<file path="src/rtl/bus_arbiter2_pkg.sv">
// Shared state encoding and reset constants for the two-way round-robin bus arbiter.
// Holds no logic; the arbiter modules import it.
package bus_arbiter2_pkg;

  typedef enum logic {
    ST_IDLE = 1'b0,
    ST_HOLD = 1'b1
  } state_t;

  // Requester 0 wins the first tie after reset because last starts at 1.
  localparam logic LAST_RST = 1'b1;

endpackage

</file>
<file path="src/rtl/bus_arbiter2_if.sv">
// Requester and consumer signals of the arbiter. The slave side is the arbiter;
// the master side is whatever drives the requests and consumes out_data.
interface bus_arbiter2_if #(
  parameter int WIDTH = 32,
  parameter int CNT_W = 16
);
  logic             req0;
  logic [WIDTH-1:0] data0;
  logic             grant0;
  logic             req1;
  logic [WIDTH-1:0] data1;
  logic             grant1;
  logic             out_valid;
  logic             out_ready;
  logic [WIDTH-1:0] out_data;
  logic             out_sel;
  logic [CNT_W-1:0] cnt0;
  logic [CNT_W-1:0] cnt1;

  modport slave (
    input  req0, data0, req1, data1, out_ready,
    output grant0, grant1, out_valid, out_data, out_sel, cnt0, cnt1
  );

  modport master (
    output req0, data0, req1, data1, out_ready,
    input  grant0, grant1, out_valid, out_data, out_sel, cnt0, cnt1
  );
endinterface

</file>
<file path="src/rtl/bus_arbiter2_rr2.sv">
// Combinational two-way round-robin picker: alternates on a tie, otherwise grants the lone requester.
// No latency; en=0 suppresses both grants (this is how the caller applies backpressure).
module arb_rr2 (
  input  logic req0,
  input  logic req1,
  input  logic last,
  input  logic en,
  output logic grant0,
  output logic grant1,
  output logic pick
);

  always_comb begin
    pick = 1'b0;
    if (req0 && req1) begin
      pick = ~last;
    end else if (req1) begin
      pick = 1'b1;
    end
    grant0 = en & req0 & ~pick;
    grant1 = en & req1 & pick;
  end

endmodule

</file>
<file path="src/rtl/bus_arbiter2.sv">
// Round-robin 2:1 arbiter with a registered output word and saturating per-requester counters.
// Latency: 1 cycle from grant to out_valid. Backpressure: with out_ready=0 in HOLD, no grants are issued.
module bus_arbiter2
  import bus_arbiter2_pkg::*;
#(
  parameter int WIDTH = 32,
  parameter int CNT_W = 16
) (
  input  logic                 clk,
  input  logic                 rst,
  bus_arbiter2_if.slave        bus
);

  state_t           state;
  state_t           state_nxt;
  logic             last;
  logic [WIDTH-1:0] data_q;
  logic             sel_q;
  logic [CNT_W-1:0] cnt0_q;
  logic [CNT_W-1:0] cnt1_q;
  logic             can_load;
  logic             en;
  logic             g0;
  logic             g1;
  logic             pick;
  logic             take;

  // The slot is free when it is empty or is being drained on this same edge.
  assign can_load = (state == ST_IDLE) | bus.out_ready;
  assign en       = can_load & ~rst;
  assign take     = g0 | g1;

  arb_rr2 u_rr (
    .req0   (bus.req0),
    .req1   (bus.req1),
    .last   (last),
    .en     (en),
    .grant0 (g0),
    .grant1 (g1),
    .pick   (pick)
  );

  always_comb begin
    state_nxt = state;
    if (take) begin
      state_nxt = ST_HOLD;
    end else if (state == ST_HOLD && bus.out_ready) begin
      state_nxt = ST_IDLE;
    end
  end

  always_ff @(posedge clk or posedge rst) begin
    if (rst) begin
      state <= ST_IDLE;
    end else begin
      state <= state_nxt;
    end
  end

  always_ff @(posedge clk or posedge rst) begin
    if (rst) begin
      data_q <= '0;
      sel_q  <= 1'b0;
      last   <= LAST_RST;
    end else if (take) begin
      data_q <= pick ? bus.data1 : bus.data0;
      sel_q  <= pick;
      last   <= pick;
    end
  end

  // Counters stick at all-ones rather than wrapping.
  always_ff @(posedge clk or posedge rst) begin
    if (rst) begin
      cnt0_q <= '0;
      cnt1_q <= '0;
    end else begin
      if (g0 && !(&cnt0_q)) cnt0_q <= cnt0_q + 1'b1;
      if (g1 && !(&cnt1_q)) cnt1_q <= cnt1_q + 1'b1;
    end
  end

  assign bus.grant0    = g0;
  assign bus.grant1    = g1;
  assign bus.out_valid = (state == ST_HOLD);
  assign bus.out_data  = data_q;
  assign bus.out_sel   = sel_q;
  assign bus.cnt0      = cnt0_q;
  assign bus.cnt1      = cnt1_q;

endmodule

</file>
<file path="src/flat_wrapper.sv">
// flat-port wrapper written by rule: the top's interface ports become plain ports
module bus_arbiter2_flat import bus_arbiter2_pkg::*;
#(
  parameter int WIDTH = 32,
  parameter int CNT_W = 16
)
  (clk, rst, bus_req0, bus_data0, bus_req1, bus_data1, bus_out_ready, bus_grant0, bus_grant1, bus_out_valid, bus_out_data, bus_out_sel, bus_cnt0, bus_cnt1);
  bus_arbiter2_if #(.WIDTH(WIDTH), .CNT_W(CNT_W)) bus_i ();
  input  logic clk;
  input  logic rst;
  input wire logic [$bits(bus_i.req0)-1:0] bus_req0;
  input wire logic [$bits(bus_i.data0)-1:0] bus_data0;
  input wire logic [$bits(bus_i.req1)-1:0] bus_req1;
  input wire logic [$bits(bus_i.data1)-1:0] bus_data1;
  input wire logic [$bits(bus_i.out_ready)-1:0] bus_out_ready;
  output wire logic [$bits(bus_i.grant0)-1:0] bus_grant0;
  output wire logic [$bits(bus_i.grant1)-1:0] bus_grant1;
  output wire logic [$bits(bus_i.out_valid)-1:0] bus_out_valid;
  output wire logic [$bits(bus_i.out_data)-1:0] bus_out_data;
  output wire logic [$bits(bus_i.out_sel)-1:0] bus_out_sel;
  output wire logic [$bits(bus_i.cnt0)-1:0] bus_cnt0;
  output wire logic [$bits(bus_i.cnt1)-1:0] bus_cnt1;
  assign bus_i.req0 = bus_req0;
  assign bus_i.data0 = bus_data0;
  assign bus_i.req1 = bus_req1;
  assign bus_i.data1 = bus_data1;
  assign bus_i.out_ready = bus_out_ready;
  assign bus_grant0 = bus_i.grant0;
  assign bus_grant1 = bus_i.grant1;
  assign bus_out_valid = bus_i.out_valid;
  assign bus_out_data = bus_i.out_data;
  assign bus_out_sel = bus_i.out_sel;
  assign bus_cnt0 = bus_i.cnt0;
  assign bus_cnt1 = bus_i.cnt1;
  bus_arbiter2 #(.WIDTH(WIDTH), .CNT_W(CNT_W)) u_core (.clk(clk), .rst(rst), .bus(bus_i));
endmodule
</file>
<file path="config.mk">
export PLATFORM = sky130hd
export DESIGN_NAME = bus_arbiter2_flat
export DESIGN_NICKNAME = d
export VERILOG_FILES = /design/src/rtl/bus_arbiter2_pkg.sv /design/src/rtl/bus_arbiter2_if.sv /design/src/rtl/bus_arbiter2_rr2.sv /design/src/rtl/bus_arbiter2.sv /design/src/flat_wrapper.sv
export SDC_FILE = /design/constraint.sdc
export NUM_CORES = 1
export LEC_CHECK = 0
export CAP_MARGIN = 0
export CORE_MARGIN = 5
export CORE_UTILIZATION = 35
export DETAILED_ROUTE_END_ITERATION = 8
export GPL_TIMING_DRIVEN = 1
export PLACE_DENSITY = 0.74
export SKIP_LAST_GASP = 1
export SLEW_MARGIN = 10
export SYNTH_ARGS = -nofsm -noshare
export SYNTH_HDL_FRONTEND = slang
export SYNTH_HIERARCHICAL = 1
export SYNTH_SLANG_ARGS = --single-unit
</file>
<file path="constraint.sdc">
create_clock -name clk -period 2.2 [get_ports clk]
set_clock_uncertainty 0.1 [all_clocks]
set_input_delay 0.44 -clock clk [delete_from_list [all_inputs] [get_ports clk]]
set_output_delay 0.44 -clock clk [all_outputs]
set_load 0.01 [all_outputs]
</file>
; ---- After elaboration in Yosys (flattened, before gate mapping)
; Cells that the tools add are included.
; W data, S select, Z words.
[totals]
input_bits = 69
output_inout_bits = 68
register_bits = 67
[op_classes]
bitwise = 11
n_addsub = 2
n_mux = 5
reduce_logical = 9
[op_table]
columns = operator, n
row1 = $add A16 B1 Y16 const B, 2
row2 = $mux W32, 1
row3 = $reduce_and A16 Y1, 2
row4 = $and A1 B1 Y1, 5
row5 = $logic_and A1 B1 Y1, 4
row6 = $mux W1, 4
row7 = $not A1 Y1, 4
row8 = $logic_not A1 Y1, 2
row9 = $or A1 B1 Y1, 2
row10 = $reduce_bool A2 Y1, 1

; ---- Longest topological paths before layout
; Gate-level depths: netlist (run 1).
[depth]
word_depth = 7
depth_mapped = 9
depth_no_buf = 8

; ---- Modules after synthesis
; The synthesis (run 1) kept the hierarchy.
[modules_own_cells]
columns = mod, area_per_inst_um2, cells_per_inst, instances, seq_area_each_um2
row1 = bus_arbiter2, 3139.3, 300, 1, 1677.9
row2 = arb_rr2, 30.0, 5, 1, 0.0

; ---- Worst setup path after synthesis (run 1)
; No wires, ideal clock.
[synth_path]
kind = input to register
startpoint = in bus_out_ready
endpoint = reg u_core.cnt0_q[13] (netlist: u_core/bus.cnt0[13])
setup_ns = 0.125
cell_stages = 8
arrival_time_ns = 1.957
slack_ns = 0.019
path_cell_list = inv_1 > a21oi_1 > nand2_1 > a21oi_1 > nand3_1 > nor2_1 > nand3_1 > mux2_2
[synth_via]
elab_chain_len = 5
[synth_rtl]
columns = item, line
row1 = start: declaration, flat_wrapper.sv:15  ; input wire logic [$bits(bus_i.out_ready)-1:0] bus_out_ready;
row2 = $or A1 B1 Y1, bus_arbiter2.sv:29  ; assign can_load = (state == ST_IDLE) | bus.out_ready;
row3 = $and A1 B1 Y1, bus_arbiter2.sv:30  ; assign en = can_load & ~rst;
row4 = net u_core.en, bus_arbiter2.sv:22  ; logic en;
row5 = $and A1 B1 Y1 (2 in a row), bus_arbiter2_rr2.sv:20  ; grant0 = en & req0 & ~pick;
row6 = net bus_grant0, flat_wrapper.sv:16  ; output wire logic [$bits(bus_i.grant0)-1:0] bus_grant0;
row7 = $logic_and A1 B1 Y1, bus_arbiter2.sv:78  ; if (g0 && !(&cnt0_q)) cnt0_q <= cnt0_q + 1'b1;
row8 = end signal: assignment, bus_arbiter2.sv:78
row9 = end: declaration, bus_arbiter2.sv:19  ; logic [CNT_W-1:0] cnt0_q;
; The timed path passes the listed nets, and every way through them passes these cells.
; A chain may end at the register's enable or synchronous reset.

; ---- Worst setup path after layout (run 1)
[layout_path]
startpoint = in bus_req1
endpoint = out bus_grant1
[layout_via]
elab_chain_len = 3
[layout_rtl]
columns = item, line
row1 = start: declaration, flat_wrapper.sv:13  ; input wire logic [$bits(bus_i.req1)-1:0] bus_req1;
row2 = $mux W1 / $logic_and A1 B1 Y1 (equally long branches), "bus_arbiter2_rr2.sv:17, bus_arbiter2_rr2.sv:15"
row3 = $mux W1 (*), bus_arbiter2_rr2.sv:15  ; if (req0 && req1) begin
row4 = net u_core.pick, bus_arbiter2.sv:25  ; logic pick;
row5 = $and A1 B1 Y1 (*), bus_arbiter2_rr2.sv:21  ; grant1 = en & req1 & pick;
row6 = end: declaration, flat_wrapper.sv:17  ; output wire logic [$bits(bus_i.grant1)-1:0] bus_grant1;
; The timed path passes the listed nets; every way through them passes the cells marked *.

==> results.txt, run 1 <==
Result of the run = completed
Aggregate routed wire length = 8140 µm
Number of hold-slack violations in the final timing report = 0
Synth Cell Area = 3170 µm²
Highest cell delay on the worst timing path = 0.49 ns
Number of sinks on the clock net = 67
Share of flip-flops with an asynchronous set or reset after synthesis = 100%
Top-Level Pins = 137
Clock Pin Slew Worst Setup and Hold Paths = 0.06 ns
Largest buffer count on any clock path = 2
Clk root buf = sky130_fd_sc_hd__clkbuf_8
Total inserted antenna cells = 0
Worst Setup Start Kind = input pin
Max IR drop VDD = 0.381 mV
Max frequency = 0.469 GHz
Total routing resource utilization after global routing = 15.2%
Total power density per cell area = 859 nW/µm²
Cell variety after synth = 39
Die height = 105 µm
Total count of max-transition violations in the final report = 0
Final setup vio count = 0
Latest clock arrival within the worst-skew pair = 0.33 ns
Cells taking the most area after synthesis = sky130_fd_sc_hd__dfrtp_1 (52%), sky130_fd_sc_hd__mux2i_1 (10%), sky130_fd_sc_hd__nand2_1 (5.7%)
Number of cells on the worst reg-to-reg path = 5
Starting Density = 36.2%
Crit path cell chain = clkdlybuf4s50_1 -> a21boi_4 -> and2_1 -> dlygate4sd2_1
Worst Path Buf+Inv = 2
Post-route setup TNS = 0 ns
Endpoint type of the worst setup path = primary output
Area of the core = 8760 µm²
Post-place setup slack = -0.209 ns
IO Port Bufs = 136
First drt pass iteration count = 4
Average wire per cell in the routed design = 14.3 µm
CTS tree = yes
Via count of the first global-routing pass = 2,886
Pin count of the biggest net entering global routing = 68
Synth top area share = 52.1%
Remaining DRCs = 0
Post-DP HPWL = 6240 µm
Lkg Pwr = 0.00220 µW
Slew headroom = 58.4%
RSZ-0062 raised after global routing = true
FF+latch count, synth = 67
Slew @ Worst Pin = 0.618 ns
Ratio of final minimum period to clock period = 96.9%
Post-synthesis average cell area = 10.4 µm²
# fillers = 779
Die extent in x = 105 µm
Area growth from synthesis to final layout = 57.2%
H-tree Lvls = 3
Category of the most critical setup path = input pin to primary output
Worst min-delay path class = register to register
Placed inst area = 4780 µm²
Number of enable flip-flop cells after synthesis = 0
Number of warnings printed during yosys synthesis = 6
Cell depth of the worst setup path = 4
Final standard cell area without fillers = 4980 µm²
Top Family by Delay on Critical Path = buffers and inverters
Cell count after synthesis = 305
Post-Syn Nets = 376
Cts hold-fix bufs = 0
Post-synthesis cell type with the largest combined area = sky130_fd_sc_hd__dfrtp_1
Layout Nets = 529
TritonCTS Buffers = 9
Max FO, Critical Path = 4
Remaining antenna violation count = 0
Least setup slack across all paths after layout = 0.0692 ns
First-pass GRT wire length = 13,900 µm
Slowest-stage cell, CP = sky130_fd_sc_hd__clkdlybuf4s50_1
Number of violations of the max-capacitance limit = 0
Sequential fraction of the synthesis area = 52.9%
Leading register cell type out of synthesis = sky130_fd_sc_hd__dfrtp_1
Power Total = 4280 µW
Gpl congestion = 0.811
FP Rows = 34
Arrival time at the worst endpoint = 1.59 ns
Via Count = 2,792
DRC violation total after the first TritonRoute iteration = 68
Data required time at the worst endpoint = 1.66 ns
Aggregate global routing overflow = 0
Layout cells sized above 1 = 10.4%
Cells on Worst Hold Path = 2
Min Hold Slack = 0.378 ns
Antenna violations before repair = 0
Die ar. = 11,100 µm²
Shortest period the worst path allows = 2.13 ns
DR vias/cell = 4.91
layout make-up:
class / count / area [µm²] / area share (%)
inverters: 5 / 22.5 / 0.452
repair buffers: 154 / 1520 / 30.4
clock inverters: 2 / 35.0 / 0.703
well taps: 108 / 135 / 2.71
multi-input cells: 221 / 1430 / 28.7
flip-flops and latches: 67 / 1680 / 33.7
clock buffers: 12 / 165 / 3.31
worst register-to-register path, cell delays in order, from the launching register on:
cell and delay, ns:
sky130_fd_sc_hd__dfrtp_1 0.41, sky130_fd_sc_hd__ha_1 0.22, sky130_fd_sc_hd__nand3_1 0.12, sky130_fd_sc_hd__or3_1 0.48, sky130_fd_sc_hd__o21ai_4 0.20, sky130_fd_sc_hd__mux2_4 0.31
kinds of logic after synthesis:
group                      count (synthesis)  share of synthesized area [%]
DFF                                       67                           52.9
and+or+nand+nor                          114                           17.8
adders and majority gates                  2                          0.789
muxes                                     37                           12.0
buffers and inverters                     17                           2.37
AOI/OAI and AO/OA                         48                           8.61
xor gates and xnor gates                  20                           5.53
final timing paths:
kind                                                     start                             endpoint  slack, ns
max                                                   bus_req1                           bus_grant1       0.07
min                        u_core/bus.out_data[27]$_DFFE_PP0P_  u_core/bus.out_data[27]$_DFFE_PP0P_       0.38
max reg2reg                     u_core/bus.cnt0[0]$_DFFE_PP0P_       u_core/bus.cnt0[1]$_DFFE_PP0P_       0.24
min reg2reg                u_core/bus.out_data[27]$_DFFE_PP0P_  u_core/bus.out_data[27]$_DFFE_PP0P_       0.38
max in group asynchronous                                  rst              u_core/last$_DFFE_PP1P_       1.15
min in group asynchronous                                  rst       u_core/bus.cnt0[5]$_DFFE_PP0P_       0.53
placed cells by master, fill, tap and decap left out, types with 3 or more instances in the layout:
| master | instances |
|---|---|
| sky130_fd_sc_hd__clkbuf_8 | 12 |
| sky130_fd_sc_hd__and3_1 | 3 |
| sky130_fd_sc_hd__nor3_1 | 5 |
| sky130_fd_sc_hd__nand3_1 | 13 |
| sky130_fd_sc_hd__xor2_1 | 9 |
| sky130_fd_sc_hd__inv_1 | 4 |
| sky130_fd_sc_hd__buf_4 | 16 |
| sky130_fd_sc_hd__a41oi_1 | 3 |
| sky130_fd_sc_hd__mux2i_1 | 33 |
| sky130_fd_sc_hd__clkdlybuf4s50_1 | 134 |
| sky130_fd_sc_hd__a21oi_1 | 7 |
| sky130_fd_sc_hd__nor2_1 | 14 |
| sky130_fd_sc_hd__nand2_1 | 48 |
| sky130_fd_sc_hd__nand4_1 | 8 |
| sky130_fd_sc_hd__mux2_2 | 3 |
| sky130_fd_sc_hd__o21ai_0 | 34 |
| sky130_fd_sc_hd__xnor2_1 | 11 |
| sky130_fd_sc_hd__dfrtp_1 | 66 |
| sky130_fd_sc_hd__nor4_1 | 5 |
cell usage after synthesis (7+ instances only):
master                     count
sky130_fd_sc_hd__nor2_1       15
sky130_fd_sc_hd__xor2_1        9
sky130_fd_sc_hd__mux2i_1      33
sky130_fd_sc_hd__dfrtp_1      66
sky130_fd_sc_hd__o21ai_0      34
sky130_fd_sc_hd__xnor2_1      11
sky130_fd_sc_hd__nand2_1      48
sky130_fd_sc_hd__clkbuf_1      8
sky130_fd_sc_hd__a21oi_1       7
sky130_fd_sc_hd__nand3_1      13
sky130_fd_sc_hd__nand4_1       8
routing by layer:
layer	routed length [µm]	vias to the layer above	global-route usage, %
li1	-	1377	-
met1	3370	1289	18.4
met2	3890	116	24.1
met3	766	10	6.10
met4	107	0	6.30
met5	0	-	0
repair_timing:
| item | in CTS | in global routing |
|---|---|---|
| setup endpoints to repair | 2 | 3 |
| setup buffers | 0 | 1 |
| pin swaps | 0 | 0 |
| gates resized for setup | 2 | 2 |
where the power goes:
part	switching (µW)	internal, µW
clock network	431	602
registers	248	1540
logic	611	853
state kept, by name, summed over array words and instances, names as in the netlist:
name,count
u_core/bus.out_sel,1
u_core/bus.cnt1,16
u_core/bus.out_valid,1
u_core/bus.cnt0,16
u_core/last,1
u_core/bus.out_data,32
stage by stage:
step	utilization, %	std cells
2_1_floorplan	-	305
3_3_place_gp	54.6	554
3_5_place_dp	54.6	554
4_1_cts	56.8	568
5_1_grt	56.9	569
6_report	56.9	569
Power figures use the tool's default switching activity.
==> run 2: changes to the inputs <==
--- a/config.mk
+++ b/config.mk
@@ -11,6 +11,7 @@
 export DETAILED_ROUTE_END_ITERATION = 8
 export GPL_TIMING_DRIVEN = 1
 export PLACE_DENSITY = 0.74
+export SKIP_CTS_REPAIR_TIMING = 1
 export SKIP_LAST_GASP = 1
 export SLEW_MARGIN = 10
 export SYNTH_ARGS = -nofsm -noshare
==> run 2 against run 1 <==
Sequential share of layout area down 0.068 points. Critical path type is now input pin to register. Power up 0.16%. Core utilization up 0.11 points. Routed wire length up 0.63%. Maximum frequency up 3.1%. Hold slack unchanged. Combinational power about the same. Setup slack better by 0.064 ns. Final cell count down 0.18%. Clock power about the same.
==> results.txt, run 2 (synthesized netlist as in run 1, its figures left out) <==
Result of the run = completed
Highest cell delay on the worst timing path = 0.46 ns
Crit path cell chain = clkdlybuf4s50_1 -> inv_1 -> a21oi_2 -> nand2_1 -> a21oi_1 -> buf_4 -> nand3_1 -> nor2_1 -> buf_4 -> a31oi_1 -> a41oi_1
Max frequency = 0.484 GHz
Final setup vio count = 0
Die ar. = 11,100 µm²
Lkg Pwr = 0.00222 µW
Slew headroom = 58.4%
Latest clock arrival within the worst-skew pair = 0.33 ns
Total routing resource utilization after global routing = 15.2%
Commonest non-fill, non-tap cells in the layout = sky130_fd_sc_hd__clkdlybuf4s50_1 (134), sky130_fd_sc_hd__dfrtp_1 (66), sky130_fd_sc_hd__nand2_1 (48)
Slowest-stage cell, CP = sky130_fd_sc_hd__clkdlybuf4s50_1
Average wire per cell in the routed design = 14.4 µm
Reg-to-reg setup timing slack = 0.24 ns
First drt pass iteration count = 4
DR vias/cell = 4.91
Total power density per cell area = 859 nW/µm²
Number of sinks on the clock net = 67
Post-DP HPWL = 6240 µm
Remaining DRCs = 0
Worst min-delay path class = register to register
Max IR drop VDD = 0.381 mV
CTS tree = yes
Number of hold-slack violations in the final timing report = 0
Via Count = 2,790
# fillers = 775
Number of violations of the max-capacitance limit = 0
DRC violation total after the first TritonRoute iteration = 62
Shortest period the worst path allows = 2.07 ns
Layout Nets = 528
Data required time at the worst endpoint = 2.33 ns
Number of cells on the worst reg-to-reg path = 5
Category of the most critical setup path = input pin to register
Die height = 105 µm
Clock Pin Slew Worst Setup and Hold Paths = 0.06 ns
Aggregate routed wire length = 8190 µm
H-tree Lvls = 3
Cells on Worst Hold Path = 2
Endpoint type of the worst setup path = register
First-pass GRT wire length = 13,900 µm
Area growth from synthesis to final layout = 57.5%
Ratio of final minimum period to clock period = 93.9%
Top-Level Pins = 137
Pin count of the biggest net entering global routing = 68
Die extent in x = 105 µm
Destination of the worst register-to-register timing path = u_core/bus.cnt0[1]$_DFFE_PP0P_
Power Total = 4290 µW
FP Rows = 34
Most prevalent standard cell on the critical path = sky130_fd_sc_hd__buf_4
Gpl congestion = 0.811
Total inserted antenna cells = 0
Setup crit end = u_core/bus.cnt0[15]$_DFFE_PP0P_
Worst Path Buf+Inv = 4
Post-route setup TNS = 0 ns
Remaining antenna violation count = 0
Min Hold Slack = 0.378 ns
Source of the worst register-to-register timing path = u_core/bus.cnt0[0]$_DFFE_PP0P_
TritonCTS Buffers = 9
Antenna violations before repair = 0
Most frequent standard cell in the layout excluding fill and tap cells = sky130_fd_sc_hd__clkdlybuf4s50_1
Top Family by Delay on Critical Path = buffers and inverters
Final core utilization = 57.0%
Crit path from = bus_out_ready
Arrival time at the worst endpoint = 2.20 ns
Worst Setup Start Kind = input pin
Post-place setup slack = -0.209 ns
Clk root buf = sky130_fd_sc_hd__clkbuf_8
Layout cells sized above 1 = 10.4%
Aggregate global routing overflow = 0
Area of the core = 8760 µm²
Cell depth of the worst setup path = 11
Flip-flop count of the largest register after layout = 32
Least setup slack across all paths after layout = 0.133 ns
Max FO, Critical Path = 5
IO Port Bufs = 136
Via count of the first global-routing pass = 2,883
Starting Density = 36.2%
Total count of max-transition violations in the final report = 0
Slew @ Worst Pin = 0.618 ns
Largest buffer count on any clock path = 2
-- run 2: cell count changes in the layout (fill, tap and decap cells not counted) --
| cell | change |
|---|---|
| sky130_fd_sc_hd__a21oi_1 | -1 |
| sky130_fd_sc_hd__a21oi_2 | +1 |
| sky130_fd_sc_hd__and2_1 | -1 |
| sky130_fd_sc_hd__and2_4 | +1 |
| sky130_fd_sc_hd__buf_4 | -1 |
| sky130_fd_sc_hd__clkbuf_2 | -1 |
| sky130_fd_sc_hd__dlygate4sd2_1 | -1 |
| sky130_fd_sc_hd__dlymetal6s2s_1 | +2 |
-- run 2: worst min-delay path by stage --
stage,end,slack (ns),from
floorplan,u_core/last$_DFFE_PP1P_,0.35,u_core/last$_DFFE_PP1P_
finish,u_core/bus.out_data[27]$_DFFE_PP0P_,0.38,u_core/bus.out_data[27]$_DFFE_PP0P_
CTS,u_core/bus.out_data[0]$_DFFE_PP0P_,0.39,u_core/bus.out_data[0]$_DFFE_PP0P_
detailed placement,u_core/bus.out_data[0]$_DFFE_PP0P_,0.37,u_core/bus.out_data[0]$_DFFE_PP0P_
global route,u_core/bus.out_sel$_DFFE_PP0P_,0.39,u_core/bus.out_sel$_DFFE_PP0P_
global placement,u_core/bus.out_sel$_DFFE_PP0P_,0.36,u_core/bus.out_sel$_DFFE_PP0P_
-- run 2: stage by stage --
step | std cells | cell area (µm²)
CTS | 568 | 4980
finish | 568 | 4990
detailed placement | 554 | 4780
floorplan | 305 | 3170
global placement | 554 | 4780
global route | 568 | 4990
-- run 2: layer usage --
layer,GRT usage [%],wire [µm]
met1,18.4,3400
met2,24.1,3930
met3,6.04,749
met4,6.30,107
met5,0,0
-- run 2: area by class of cell --
class,count,area [µm²],share of cell area (%)
sequential,67,1680,33.6
multi-input combinational,221,1440,28.8
tap,108,135,2.71
inverter,5,22.5,0.451
clock inverter,2,35.0,0.702
timing repair buffer,153,1520,30.4
clock buffer,12,165,3.31
-- run 2: worst register-to-register path, stage by stage (launching register included) --
cell                      delay, ns
sky130_fd_sc_hd__dfrtp_1       0.41
sky130_fd_sc_hd__ha_1          0.22
sky130_fd_sc_hd__nand3_1       0.12
sky130_fd_sc_hd__or3_1         0.48
sky130_fd_sc_hd__o21ai_4       0.20
sky130_fd_sc_hd__mux2_4        0.31
-- run 2: where the power goes --
part	internal [µW]	switching, µW	total (µW)	leakage (µW)
registers	1540	251	1790	0.000850
logic	855	612	1470	0.00127
clock network	602	432	1030	0.000104
total	2990	1300	4290	0.00222
==> run 3: changes to the inputs <==
--- a/config.mk
+++ b/config.mk
@@ -5,12 +5,14 @@
 export SDC_FILE = /design/constraint.sdc
 export NUM_CORES = 1
 export LEC_CHECK = 0
+export ABC_AREA = 0
 export CAP_MARGIN = 0
 export CORE_MARGIN = 5
 export CORE_UTILIZATION = 35
 export DETAILED_ROUTE_END_ITERATION = 8
 export GPL_TIMING_DRIVEN = 1
 export PLACE_DENSITY = 0.74
+export SETUP_SLACK_MARGIN = 0.15
 export SKIP_CTS_REPAIR_TIMING = 1
 export SKIP_LAST_GASP = 1
 export SLEW_MARGIN = 10
==> run 3 against run 2 <==
Final cell count grew 0.88%. Setup slack better by 0.038 ns. Non-clock buffer count is 4 higher. Final area grew 2.2%. Largest power group unchanged.
==> results.txt, run 3 (synthesized netlist as in run 1, its figures left out) <==
Gpl congestion = 0.799
Remaining antenna violation count = 0
Sequential cell fraction of total power = 41.8%
Pin count of the biggest net entering global routing = 51
Max FO, Critical Path = 5
Top Family by Delay on Critical Path = simple AND/OR/NAND/NOR gates
Area of the core = 8760 µm²
CTS tree = yes
Max IR drop VDD = 0.400 mV
Share of total power consumed by net switching = 30.3%
Top-Level Pins = 137
Most frequent standard cell in the layout excluding fill and tap cells = sky130_fd_sc_hd__clkdlybuf4s50_1
Slew headroom = 63.0%
Final setup vio count = 0
FP Rows = 34
Clk root buf = sky130_fd_sc_hd__clkbuf_8
Aggregate routed wire length = 8300 µm
Endpoint type of the worst setup path = register
Average wire per cell in the routed design = 14.5 µm
Die ar. = 11,100 µm²
RSZ-0062 raised after global routing = true
DR vias/cell = 4.93
Total power density per cell area = 839 nW/µm²
Flip-flop count of the largest register after layout = 32
First drt pass iteration count = 4
# fillers = 736
First-pass GRT wire length = 13,800 µm
Die height = 105 µm
Slew @ Worst Pin = 0.555 ns
Worst min-delay path class = register to register
Data required time at the worst endpoint = 2.30 ns
Worst Path Buf+Inv = 1
Die extent in x = 105 µm
Starting Density = 36.2%
Latest clock arrival within the worst-skew pair = 0.33 ns
Clock Pin Slew Worst Setup and Hold Paths = 0.07 ns
Via Count = 2,827
Max frequency = 0.493 GHz
Remaining DRCs = 0
Arrival time at the worst endpoint = 2.13 ns
Total net switching power = 1290 µW
Slowest-stage cell, CP = sky130_fd_sc_hd__clkdlybuf4s50_1
Worst Setup Start Kind = input pin
Crit path cell chain = clkdlybuf4s50_1 -> a21boi_4 -> and2_4 -> and4_1 -> nand3_2 -> or3_1 -> xnor2_1
Via count of the first global-routing pass = 2,865
Share of total power in the clock network = 23.4%
Antenna violations before repair = 0
Number of violations of the max-capacitance limit = 0
Power share of the combinational group = 34.7%
Layout Nets = 532
TritonCTS Buffers = 9
P_int = 2980 µW
Area growth from synthesis to final layout = 60.9%
Largest buffer count on any clock path = 2
Highest cell delay on the worst timing path = 0.48 ns
Lkg Pwr = 0.00226 µW
Result of the run = completed
Number of sinks on the clock net = 67
Total count of max-transition violations in the final report = 0
Ratio of final minimum period to clock period = 92.2%
Final core utilization = 58.2%
Shortest period the worst path allows = 2.03 ns
Aggregate global routing overflow = 0
Total inserted antenna cells = 0
DRC violation total after the first TritonRoute iteration = 69
Total routing resource utilization after global routing = 15.2%
Commonest non-fill, non-tap cells in the layout = sky130_fd_sc_hd__clkdlybuf4s50_1 (133), sky130_fd_sc_hd__dfrtp_1 (66), sky130_fd_sc_hd__nand2_1 (48)
Post-DP HPWL = 6350 µm
Layout cells sized above 1 = 13.5%
Post-route setup TNS = 0 ns
Number of hold-slack violations in the final timing report = 0
IO Port Bufs = 136
Category of the most critical setup path = input pin to register
H-tree Lvls = 3
## run 3: cell count changes in the layout (fill, tap and decap cells not counted), sizes merged
| cell | change |
|---|---|
| buf | +5 |
| clkbuf | +1 |
| clkdlybuf4s50 | -1 |
## run 3: cell type report
class | instances | area, µm² | share of cell area [%]
clock buffer | 13 | 159 | 3.12
clock inverter | 2 | 35.0 | 0.687
inverter | 5 | 22.5 | 0.442
multi-input combinational | 221 | 1510 | 29.6
sequential | 67 | 1680 | 32.9
tap | 108 | 135 | 2.65
timing repair buffer | 157 | 1560 | 30.6
## run 3: power by group through the flow
stage | Clock, µW | Combinational, µW | Sequential (µW)
finish | 1000 | 1490 | 1790
global route | 1120 | 1630 | 1850
CTS | 1050 | 1500 | 1790
detailed placement | 0 | 1500 | 1800
global placement | 0 | 1480 | 1780
floorplan | 0 | 455 | 1910
## run 3: metal layers
metal / global-route usage [%] / part of all wire [%] / vias to the layer above
met5: 0 / 0 / -
met4: 5.48 / 1.2 / 0
met3: 6.17 / 8.9 / 9
met2: 24.5 / 48 / 101
met1: 18.3 / 41 / 1332
li1: - / - / 1385
## run 3: metrics by stage
stage                     hold slack, ns  setup slack (ns)  std cells  cell area [µm²]  power (µW)
after floorplan                    0.353             0.169        305             3180        2360
after global placement             0.359            -0.249        557             4820        3260
after detailed placement           0.368            -0.316        557             4820        3300
after CTS                          0.384            -0.246        572             5010        4340
after global routing               0.402            0.0999        573             5100        4590
final                              0.378             0.171        573             5100        4280
## run 3: final timing paths
kind | from | endpoint | slack [ns] | cells past startpoint
min in group asynchronous | rst | u_core/bus.cnt0[5]$_DFFE_PP0P_ | 0.49 | 3
setup / recovery | bus_req1 | u_core/bus.cnt1[12]$_DFFE_PP0P_ | 0.17 | 7
setup reg to reg | u_core/bus.cnt0[0]$_DFFE_PP0P_ | u_core/bus.cnt0[1]$_DFFE_PP0P_ | 0.28 | 5
hold reg to reg | u_core/bus.out_data[1]$_DFFE_PP0P_ | u_core/bus.out_data[1]$_DFFE_PP0P_ | 0.38 | 2
max in group asynchronous | rst | u_core/bus.out_data[14]$_DFFE_PP0P_ | 1.01 | 4
hold / removal | u_core/bus.out_data[1]$_DFFE_PP0P_ | u_core/bus.out_data[1]$_DFFE_PP0P_ | 0.38 | 2
## run 3: tightest hold or removal path, delay by kind of cell, from the launching register on
kind            cells  cell delay (ns)
compound gates      1             0.06
flops               1             0.34
simple gates        1             0.04
